$ cat src/rtl/sw_job_scheduler_pkg.sv
// sw_job_scheduler_pkg: shared widths, FSM states, error codes and helpers
// for the Smith-Waterman job scheduler.
package sw_job_scheduler_pkg;
    localparam int MATCH_BIT     = 8;
    localparam int CALC_BIT      = 16;
    localparam int MAX_T_NUM_BIT = 12;
    localparam int SCHED_ID_BIT  = 4;
    localparam int CNT_BIT       = 16;

    typedef enum logic [2:0] {IDLE, START, WAIT_BUSY, RUN, DONE} state_e;

    typedef enum logic [1:0] {
        ERR_OK      = 2'b00,
        ERR_NO_BUSY = 2'b01,
        ERR_TIMEOUT = 2'b10
    } err_e;

    // Counter increment that sticks at all-ones instead of wrapping.
    function automatic logic [CNT_BIT-1:0] sat_inc(input logic [CNT_BIT-1:0] v);
        return (&v) ? v : v + 1'b1;
    endfunction
endpackage

$ cat src/rtl/sw_job_scheduler_if.sv
// sw_job_scheduler_if: job port, core control/result port and result-record
// port of the scheduler. Names carry the scheduler's direction (_i into it,
// _o out of it). slave = scheduler side, master = host/core side.
interface sw_job_scheduler_if;
    import sw_job_scheduler_pkg::*;
    logic                     job_valid_i;
    logic                     job_ready_o;
    logic [SCHED_ID_BIT-1:0]  job_id_i;
    logic [MATCH_BIT-1:0]     job_match_i;
    logic [MATCH_BIT-1:0]     job_mismatch_i;
    logic [MATCH_BIT-1:0]     job_alpha_i;
    logic [MATCH_BIT-1:0]     job_beta_i;
    logic                     sw_start_o;
    logic [MATCH_BIT-1:0]     sw_match_o;
    logic [MATCH_BIT-1:0]     sw_mismatch_o;
    logic [MATCH_BIT-1:0]     sw_alpha_o;
    logic [MATCH_BIT-1:0]     sw_beta_o;
    logic                     sw_busy_i;
    logic                     sw_valid_i;
    logic [CALC_BIT-1:0]      sw_result_i;
    logic [MAX_T_NUM_BIT-1:0] sw_match_idx_i;
    logic                     res_valid_o;
    logic                     res_ready_i;
    logic [SCHED_ID_BIT-1:0]  res_id_o;
    logic [CALC_BIT-1:0]      res_best_o;
    logic [MAX_T_NUM_BIT-1:0] res_idx_o;
    logic [CNT_BIT-1:0]       res_count_o;
    logic [1:0]               res_err_o;
    logic                     idle_o;

    modport slave (
        input  job_valid_i, job_id_i, job_match_i, job_mismatch_i, job_alpha_i, job_beta_i,
        input  sw_busy_i, sw_valid_i, sw_result_i, sw_match_idx_i, res_ready_i,
        output job_ready_o, sw_start_o, sw_match_o, sw_mismatch_o, sw_alpha_o, sw_beta_o,
        output res_valid_o, res_id_o, res_best_o, res_idx_o, res_count_o, res_err_o, idle_o
    );

    modport master (
        output job_valid_i, job_id_i, job_match_i, job_mismatch_i, job_alpha_i, job_beta_i,
        output sw_busy_i, sw_valid_i, sw_result_i, sw_match_idx_i, res_ready_i,
        input  job_ready_o, sw_start_o, sw_match_o, sw_mismatch_o, sw_alpha_o, sw_beta_o,
        input  res_valid_o, res_id_o, res_best_o, res_idx_o, res_count_o, res_err_o, idle_o
    );
endinterface

$ cat src/rtl/sw_job_scheduler_reducer.sv
// sw_result_reducer: folds the core's streamed results into best score,
// index of the first best and a saturating result count.
// Ports: clk, rst_n; clr_i clears all state; en_i accepts one result
// (result_i, idx_i); best_o/idx_o/count_o are registered.
module sw_result_reducer
    import sw_job_scheduler_pkg::*;
(
    input  logic                     clk,
    input  logic                     rst_n,
    input  logic                     clr_i,
    input  logic                     en_i,
    input  logic [CALC_BIT-1:0]      result_i,
    input  logic [MAX_T_NUM_BIT-1:0] idx_i,
    output logic [CALC_BIT-1:0]      best_o,
    output logic [MAX_T_NUM_BIT-1:0] idx_o,
    output logic [CNT_BIT-1:0]       count_o
);
    logic [CALC_BIT-1:0]      best_q, best_d;
    logic [MAX_T_NUM_BIT-1:0] idx_q, idx_d;
    logic [CNT_BIT-1:0]       count_q, count_d;
    logic                     better;

    // Strictly greater, so a tie keeps the earlier index.
    assign better = $signed(result_i) > $signed(best_q);

    always_comb begin
        best_d  = clr_i ? '0 : (en_i && better) ? result_i : best_q;
        idx_d   = clr_i ? '0 : (en_i && better) ? idx_i : idx_q;
        count_d = clr_i ? '0 : en_i ? sat_inc(count_q) : count_q;
    end

    always_ff @(posedge clk or negedge rst_n) begin
        if (!rst_n) begin
            best_q  <= '0;
            idx_q   <= '0;
            count_q <= '0;
        end else begin
            best_q  <= best_d;
            idx_q   <= idx_d;
            count_q <= count_d;
        end
    end

    assign best_o  = best_q;
    assign idx_o   = idx_q;
    assign count_o = count_q;
endmodule

$ cat src/rtl/sw_job_scheduler.sv
// sw_job_scheduler: accepts one alignment job at a time, starts the
// Smith-Waterman core with held parameters, watches busy, reduces results
// and returns one result record per job.
// Ports: clk, rst_n (async active-low); bus (slave modport) carries the job
// handshake, core start/parameter/busy/result signals and the result record.
module sw_job_scheduler
    import sw_job_scheduler_pkg::*;
#(
    parameter int TIMEOUT_CYC = 1048575,
    parameter int BUSY_WAIT   = 4
) (
    input  logic clk,
    input  logic rst_n,
    sw_job_scheduler_if.slave bus
);
    localparam int WW = $clog2(BUSY_WAIT + 1);

    state_e                  state_q;
    logic                    job_ready_q, idle_q, sw_start_q, res_valid_q;
    logic [SCHED_ID_BIT-1:0] id_q;
    logic [MATCH_BIT-1:0]    match_q, mismatch_q, alpha_q, beta_q;
    logic [1:0]              err_q;
    logic [WW-1:0]           wait_cnt_q;
    logic [19:0]             tcnt_q;
    logic                    accept;

    assign accept = bus.job_valid_i && job_ready_q;

    // Counters are compared after increment so the transition happens on
    // the last allowed cycle rather than one past it.
    always_ff @(posedge clk or negedge rst_n) begin
        if (!rst_n) begin
            state_q     <= IDLE;
            job_ready_q <= 1'b1;
            idle_q      <= 1'b1;
            sw_start_q  <= 1'b0;
            res_valid_q <= 1'b0;
            id_q        <= '0;
            match_q     <= '0;
            mismatch_q  <= '0;
            alpha_q     <= '0;
            beta_q      <= '0;
            err_q       <= ERR_OK;
            wait_cnt_q  <= '0;
            tcnt_q      <= '0;
        end else begin
            case (state_q)
                IDLE: if (accept) begin
                    id_q        <= bus.job_id_i;
                    match_q     <= bus.job_match_i;
                    mismatch_q  <= bus.job_mismatch_i;
                    alpha_q     <= bus.job_alpha_i;
                    beta_q      <= bus.job_beta_i;
                    err_q       <= ERR_OK;
                    job_ready_q <= 1'b0;
                    idle_q      <= 1'b0;
                    sw_start_q  <= 1'b1;
                    state_q     <= START;
                end
                START: begin
                    sw_start_q <= 1'b0;
                    wait_cnt_q <= '0;
                    state_q    <= WAIT_BUSY;
                end
                WAIT_BUSY: if (bus.sw_busy_i) begin
                    tcnt_q  <= '0;
                    state_q <= RUN;
                end else if (wait_cnt_q + WW'(1) == WW'(BUSY_WAIT)) begin
                    err_q       <= ERR_NO_BUSY;
                    res_valid_q <= 1'b1;
                    state_q     <= DONE;
                end else begin
                    wait_cnt_q <= wait_cnt_q + WW'(1);
                end
                RUN: if (!bus.sw_busy_i) begin
                    res_valid_q <= 1'b1;
                    state_q     <= DONE;
                end else if (tcnt_q + 20'd1 == 20'(TIMEOUT_CYC)) begin
                    err_q       <= ERR_TIMEOUT;
                    res_valid_q <= 1'b1;
                    state_q     <= DONE;
                end else begin
                    tcnt_q <= tcnt_q + 20'd1;
                end
                DONE: if (bus.res_ready_i) begin
                    res_valid_q <= 1'b0;
                    job_ready_q <= 1'b1;
                    idle_q      <= 1'b1;
                    state_q     <= IDLE;
                end
                default: state_q <= IDLE;
            endcase
        end
    end

    sw_result_reducer u_reducer (
        .clk      (clk),
        .rst_n    (rst_n),
        .clr_i    (state_q == IDLE && accept),
        .en_i     (state_q == RUN && bus.sw_valid_i),
        .result_i (bus.sw_result_i),
        .idx_i    (bus.sw_match_idx_i),
        .best_o   (bus.res_best_o),
        .idx_o    (bus.res_idx_o),
        .count_o  (bus.res_count_o)
    );

    assign bus.job_ready_o   = job_ready_q;
    assign bus.idle_o        = idle_q;
    assign bus.sw_start_o    = sw_start_q;
    assign bus.sw_match_o    = match_q;
    assign bus.sw_mismatch_o = mismatch_q;
    assign bus.sw_alpha_o    = alpha_q;
    assign bus.sw_beta_o     = beta_q;
    assign bus.res_valid_o   = res_valid_q;
    assign bus.res_id_o      = id_q;
    assign bus.res_err_o     = err_q;
endmodule
$ cat src/flat_wrapper.sv
// flat-port wrapper written by rule: the top's interface ports become plain ports
module sw_job_scheduler_flat import sw_job_scheduler_pkg::*;
#(
    parameter int TIMEOUT_CYC = 1048575,
    parameter int BUSY_WAIT   = 4
)
  (clk, rst_n, bus_job_valid_i, bus_job_id_i, bus_job_match_i, bus_job_mismatch_i, bus_job_alpha_i, bus_job_beta_i, bus_sw_busy_i, bus_sw_valid_i, bus_sw_result_i, bus_sw_match_idx_i, bus_res_ready_i, bus_job_ready_o, bus_sw_start_o, bus_sw_match_o, bus_sw_mismatch_o, bus_sw_alpha_o, bus_sw_beta_o, bus_res_valid_o, bus_res_id_o, bus_res_best_o, bus_res_idx_o, bus_res_count_o, bus_res_err_o, bus_idle_o);
  sw_job_scheduler_if bus_i ();
  input  logic clk;
  input  logic rst_n;
  input wire logic [$bits(bus_i.job_valid_i)-1:0] bus_job_valid_i;
  input wire logic [$bits(bus_i.job_id_i)-1:0] bus_job_id_i;
  input wire logic [$bits(bus_i.job_match_i)-1:0] bus_job_match_i;
  input wire logic [$bits(bus_i.job_mismatch_i)-1:0] bus_job_mismatch_i;
  input wire logic [$bits(bus_i.job_alpha_i)-1:0] bus_job_alpha_i;
  input wire logic [$bits(bus_i.job_beta_i)-1:0] bus_job_beta_i;
  input wire logic [$bits(bus_i.sw_busy_i)-1:0] bus_sw_busy_i;
  input wire logic [$bits(bus_i.sw_valid_i)-1:0] bus_sw_valid_i;
  input wire logic [$bits(bus_i.sw_result_i)-1:0] bus_sw_result_i;
  input wire logic [$bits(bus_i.sw_match_idx_i)-1:0] bus_sw_match_idx_i;
  input wire logic [$bits(bus_i.res_ready_i)-1:0] bus_res_ready_i;
  output wire logic [$bits(bus_i.job_ready_o)-1:0] bus_job_ready_o;
  output wire logic [$bits(bus_i.sw_start_o)-1:0] bus_sw_start_o;
  output wire logic [$bits(bus_i.sw_match_o)-1:0] bus_sw_match_o;
  output wire logic [$bits(bus_i.sw_mismatch_o)-1:0] bus_sw_mismatch_o;
  output wire logic [$bits(bus_i.sw_alpha_o)-1:0] bus_sw_alpha_o;
  output wire logic [$bits(bus_i.sw_beta_o)-1:0] bus_sw_beta_o;
  output wire logic [$bits(bus_i.res_valid_o)-1:0] bus_res_valid_o;
  output wire logic [$bits(bus_i.res_id_o)-1:0] bus_res_id_o;
  output wire logic [$bits(bus_i.res_best_o)-1:0] bus_res_best_o;
  output wire logic [$bits(bus_i.res_idx_o)-1:0] bus_res_idx_o;
  output wire logic [$bits(bus_i.res_count_o)-1:0] bus_res_count_o;
  output wire logic [$bits(bus_i.res_err_o)-1:0] bus_res_err_o;
  output wire logic [$bits(bus_i.idle_o)-1:0] bus_idle_o;
  assign bus_i.job_valid_i = bus_job_valid_i;
  assign bus_i.job_id_i = bus_job_id_i;
  assign bus_i.job_match_i = bus_job_match_i;
  assign bus_i.job_mismatch_i = bus_job_mismatch_i;
  assign bus_i.job_alpha_i = bus_job_alpha_i;
  assign bus_i.job_beta_i = bus_job_beta_i;
  assign bus_i.sw_busy_i = bus_sw_busy_i;
  assign bus_i.sw_valid_i = bus_sw_valid_i;
  assign bus_i.sw_result_i = bus_sw_result_i;
  assign bus_i.sw_match_idx_i = bus_sw_match_idx_i;
  assign bus_i.res_ready_i = bus_res_ready_i;
  assign bus_job_ready_o = bus_i.job_ready_o;
  assign bus_sw_start_o = bus_i.sw_start_o;
  assign bus_sw_match_o = bus_i.sw_match_o;
  assign bus_sw_mismatch_o = bus_i.sw_mismatch_o;
  assign bus_sw_alpha_o = bus_i.sw_alpha_o;
  assign bus_sw_beta_o = bus_i.sw_beta_o;
  assign bus_res_valid_o = bus_i.res_valid_o;
  assign bus_res_id_o = bus_i.res_id_o;
  assign bus_res_best_o = bus_i.res_best_o;
  assign bus_res_idx_o = bus_i.res_idx_o;
  assign bus_res_count_o = bus_i.res_count_o;
  assign bus_res_err_o = bus_i.res_err_o;
  assign bus_idle_o = bus_i.idle_o;
  sw_job_scheduler #(.TIMEOUT_CYC(TIMEOUT_CYC), .BUSY_WAIT(BUSY_WAIT)) u_core (.clk(clk), .rst_n(rst_n), .bus(bus_i));
endmodule
$ cat config.mk
export PLATFORM = sky130hd
export DESIGN_NAME = sw_job_scheduler_flat
export DESIGN_NICKNAME = d
export VERILOG_FILES = /design/src/rtl/sw_job_scheduler_pkg.sv /design/src/rtl/sw_job_scheduler_if.sv /design/src/rtl/sw_job_scheduler_reducer.sv /design/src/rtl/sw_job_scheduler.sv /design/src/flat_wrapper.sv
export SDC_FILE = /design/constraint.sdc
export NUM_CORES = 1
export LEC_CHECK = 0
export ABC_AREA = 1
export CAP_MARGIN = 20
export CORE_MARGIN = 2
export CORE_UTILIZATION = 53
export DETAILED_ROUTE_END_ITERATION = 16
export GPL_TIMING_DRIVEN = 0
export PLACE_DENSITY = 0.94
export REMOVE_ABC_BUFFERS = 1
export SLEW_MARGIN = 20
export SYNTH_ARGS = -nofsm -noshare
export SYNTH_HDL_FRONTEND = slang
export SYNTH_SLANG_ARGS = --single-unit
$ cat constraint.sdc
create_clock -name clk -period 3.8 [get_ports clk]
set_clock_uncertainty 0.05 [all_clocks]
set_input_delay 0.57 -clock clk [delete_from_list [all_inputs] [get_ports clk]]
set_output_delay 0.57 -clock clk [all_outputs]
set_load 0.005 [all_outputs]
==> reports/metrics.cfg <==
[status]
status=completed

[timing]
rsz0062_at_grt=no
fin_crit_ns=3.356
period_share_pct=88.31
worst_pin_slew_ns=0.9569
max-slew-margin-rel_pct=36.02
hold_viol=0
finalSetupViolCount=0
timing.fmax_mhz=298.0
drv_slew=0

[routing]
via_count=5880
antenna_left=0
routed_wl_um=16490
first_pass_iters=5
routed_via_density=5.506
wire_per_inst_um=15.44
drc=0
first_iter_violations=469

[floorplan]
initial_core_util_pct=54.72
boundaryPins=156
rows=38
core-area_um2=10890
dieWidth_um=110.0
dieHeight_um=110.0
die-area_um2=12110

[layout]
drive_gt1_share_pct=4.526
mostFrequentLayoutCell=nand2_1
diodes=0
fin_nets=1014
layout_common_cells=nand2_1, clkdlybuf4s50_1, dfrtp_1, nand3_1
layout.cells.non_filler=1068
area_growth_syn_to_layout_pct=31.42

[synth]
yosysSeqAreaShare_pct=46.64
netlist.area_leader.share_pct=46.20
synth_area_um2=5958
synth_edf_count=0
synth-seq-cells=111
synth_ff_type=dfrtp_1
synth_top_area_cell=dfrtp_1
synth_cells=787
ys_warn_count=0
synth.avg_cell_area_um2=7.571
ys_top_cells_by_area=dfrtp_1, nand2_1, nand3_1
async_reset_ff_share_pct=100.0
synth.distinct_cells=36

[global_route]
antenna_found_initial=0
gr-total-overflow=0
grt_first_pass_wirelength_um=26740
grt_max_degree=82
track_usage_pct=28.31
grt_pass1_vias=5695

[critical_path]
rr_startpoint=u_core.u_reducer.best_o[15]
reg2reg_slack_ns=0.59
critPathLaunchType=input pin
crit_end=u_core.u_reducer.idx_o[7]
crit_type=input pin to flop
rr_worst_depth=11
crit_fanout=28
critPathArrivalTime_ns=3.60
r2r_end=u_core.u_reducer.idx_o[7]
startpoint=bus_sw_result_i[15]
worst_ep_required_time_ns=4.04
endpoint_kind=flop

[pwr]
p_comb_share_pct=43.2
switchingPower_mw=1.686
power_leakage_nw=3.642
p_seq_share_pct=40.7
switching_share_pct=38.18
vdd_drop_max_mv=0.4881
p_total_mw=4.415
clockPowerShare_pct=16.1
intPower_mw=2.729
power_density_nw_per_um2=563.9

[cts]
clk_pin_slew_ns=0.11
cts_sinks=111
root_buffer=clkbuf_8
cts_tree=done
clock_latency_ns=0.40
clock_path_buffers=2
postCtsSetupBuffers=0
numCtsBuffers=9
h-tree-depth=3

[placed_design]
gp_congestion=0.9021
dp_hpwl_um=11460
io_buffers=155
numPlacedInstances=1050

[min_path]
min_path_type=flop to flop
worstHoldStart=u_core.bus.sw_mismatch_o[6]

[flow_run]
maxCapViolCount=0

==> logic make-up after synthesis <==
| kind of cell | after synthesis | synth area share (%) |
|---|---|---|
| adders and majority gates | 21 | 4.410 |
| AOI/OAI and AO/OA | 53 | 4.914 |
| DFF | 111 | 46.64 |
| buffers and inverters | 104 | 7.098 |
| xor gates and xnor gates | 3 | 0.4411 |
| and+or+nand+nor | 495 | 36.50 |
==> metal layers <==
| layer | share of wire [%] | global-route usage [%] | routed length [µm] | vias up |
|---|---|---|---|---|
| li1 | - | - | - | 2825 |
| met3 | 8.6 | 9.818 | 1420 | 36 |
| met1 | 40 | 34.01 | 6522 | 2779 |
| met2 | 49 | 47.20 | 8107 | 240 |
| met4 | 2.7 | 10.13 | 437 | 0 |
| met5 | 0 | 0 | 0 | - |
==> state kept, by name, summed over array words and instances (netlist names), 4 cells and up <==
name                      count
u_core.u_reducer.count_o     16
u_core.u_reducer.best_o      16
u_core.u_reducer.idx_o       12
u_core.bus.sw_beta_o          8
u_core.bus.res_id_o           4
u_core.bus.sw_match_o         8
u_core.tcnt_q                20
u_core.bus.sw_alpha_o         8
u_core.bus.sw_mismatch_o      8
==> worst max-delay path: stages <==
cell             delay [ns]
clkdlybuf4s50_1        0.43
ha_1                   0.32
nand2_1                0.09
nor2_1                 0.14
nand2_1                0.10
nor3_1                 0.40
a21oi_1                0.20
nand3b_1               0.58
nand3_4                0.46
nand3_1                0.22
nand2_1                0.07
==> power by group through the flow <==
stage                     Combinational (mW)  Sequential, mW  Clock (mW)
after floorplan                        0.773            1.80           0
after global placement                  1.77            1.79           0
after detailed placement                1.88            1.80           0
after CTS                               1.90            1.79       0.723
after global routing                    2.11            1.84       0.777
final                                   1.91            1.80       0.712
==> Yosys cell counts, types with 2 or more instances <==
library cell  instances
clkbuf_1             16
inv_1                69
buf_6                 2
buf_2                11
nand3_2               2
nor2_4                4
xor2_1                2
dfrtp_1             110
nor3_1               14
nor2_1               71
ha_1                 21
nor2_2                6
buf_1                 4
nand3_1              85
a21oi_1              25
a211oi_1              2
a31oi_1               2
nand2_2               2
nand3b_1              6
nor4_1                2
nand2_1             264
nand4_1              37
o21ai_0              17
==> timing repair <==
item / 4_1_cts / 5_1_grt
pin swaps: 1 / 0
gates cloned: 1 / 0
endpoints found under the hold margin: 26 / 0
hold buffers: 1 / 0
gates resized for setup: 1 / 2
endpoints found under the setup margin: 28 / 28
==> cell type report <==
cell class / count / area, µm²
Fill cell: 793 / 3058
Sequential cell: 111 / 2779
Inverter: 70 / 265.3
Tap cell: 140 / 175.2
Clock inverter: 6 / 61.31
Multi-Input combinational cell: 573 / 2804
Clock buffer: 10 / 127.6
Timing Repair Buffer: 158 / 1618
==> how the worst min path moves through the flow <==
stage | end | slack (ns) | cells after the start
global route | u_core.bus.sw_mismatch_o[4] | 0.46 | 2
finish | u_core.bus.sw_mismatch_o[6] | 0.43 | 2
CTS | u_core.bus.sw_mismatch_o[6] | 0.44 | 2
detailed placement | u_core.bus.sw_mismatch_o[0] | 0.41 | 2
global placement | u_core.bus.sw_alpha_o[4] | 0.40 | 2
floorplan | u_core.bus.res_err_o[0] | 0.22 | 0
==> stage by stage <==
step	hold WS [ns]	setup slack [ns]	cell area (µm²)	util, %	TNS [ns]
6_report	0.4318	0.4443	7830	71.91	0
5_1_grt	0.4649	0.1955	7830	71.91	0
4_1_cts	0.4372	0.1280	7820	71.82	0
3_5_place_dp	0.4079	-0.8485	7609	69.88	-21.40
3_3_place_gp	0.4024	-2.123	7525	69.11	-331.70
2_1_floorplan	0.2244	0.3241	5798	-	0
No activity file was read; power rests on OpenSTA's default activity.
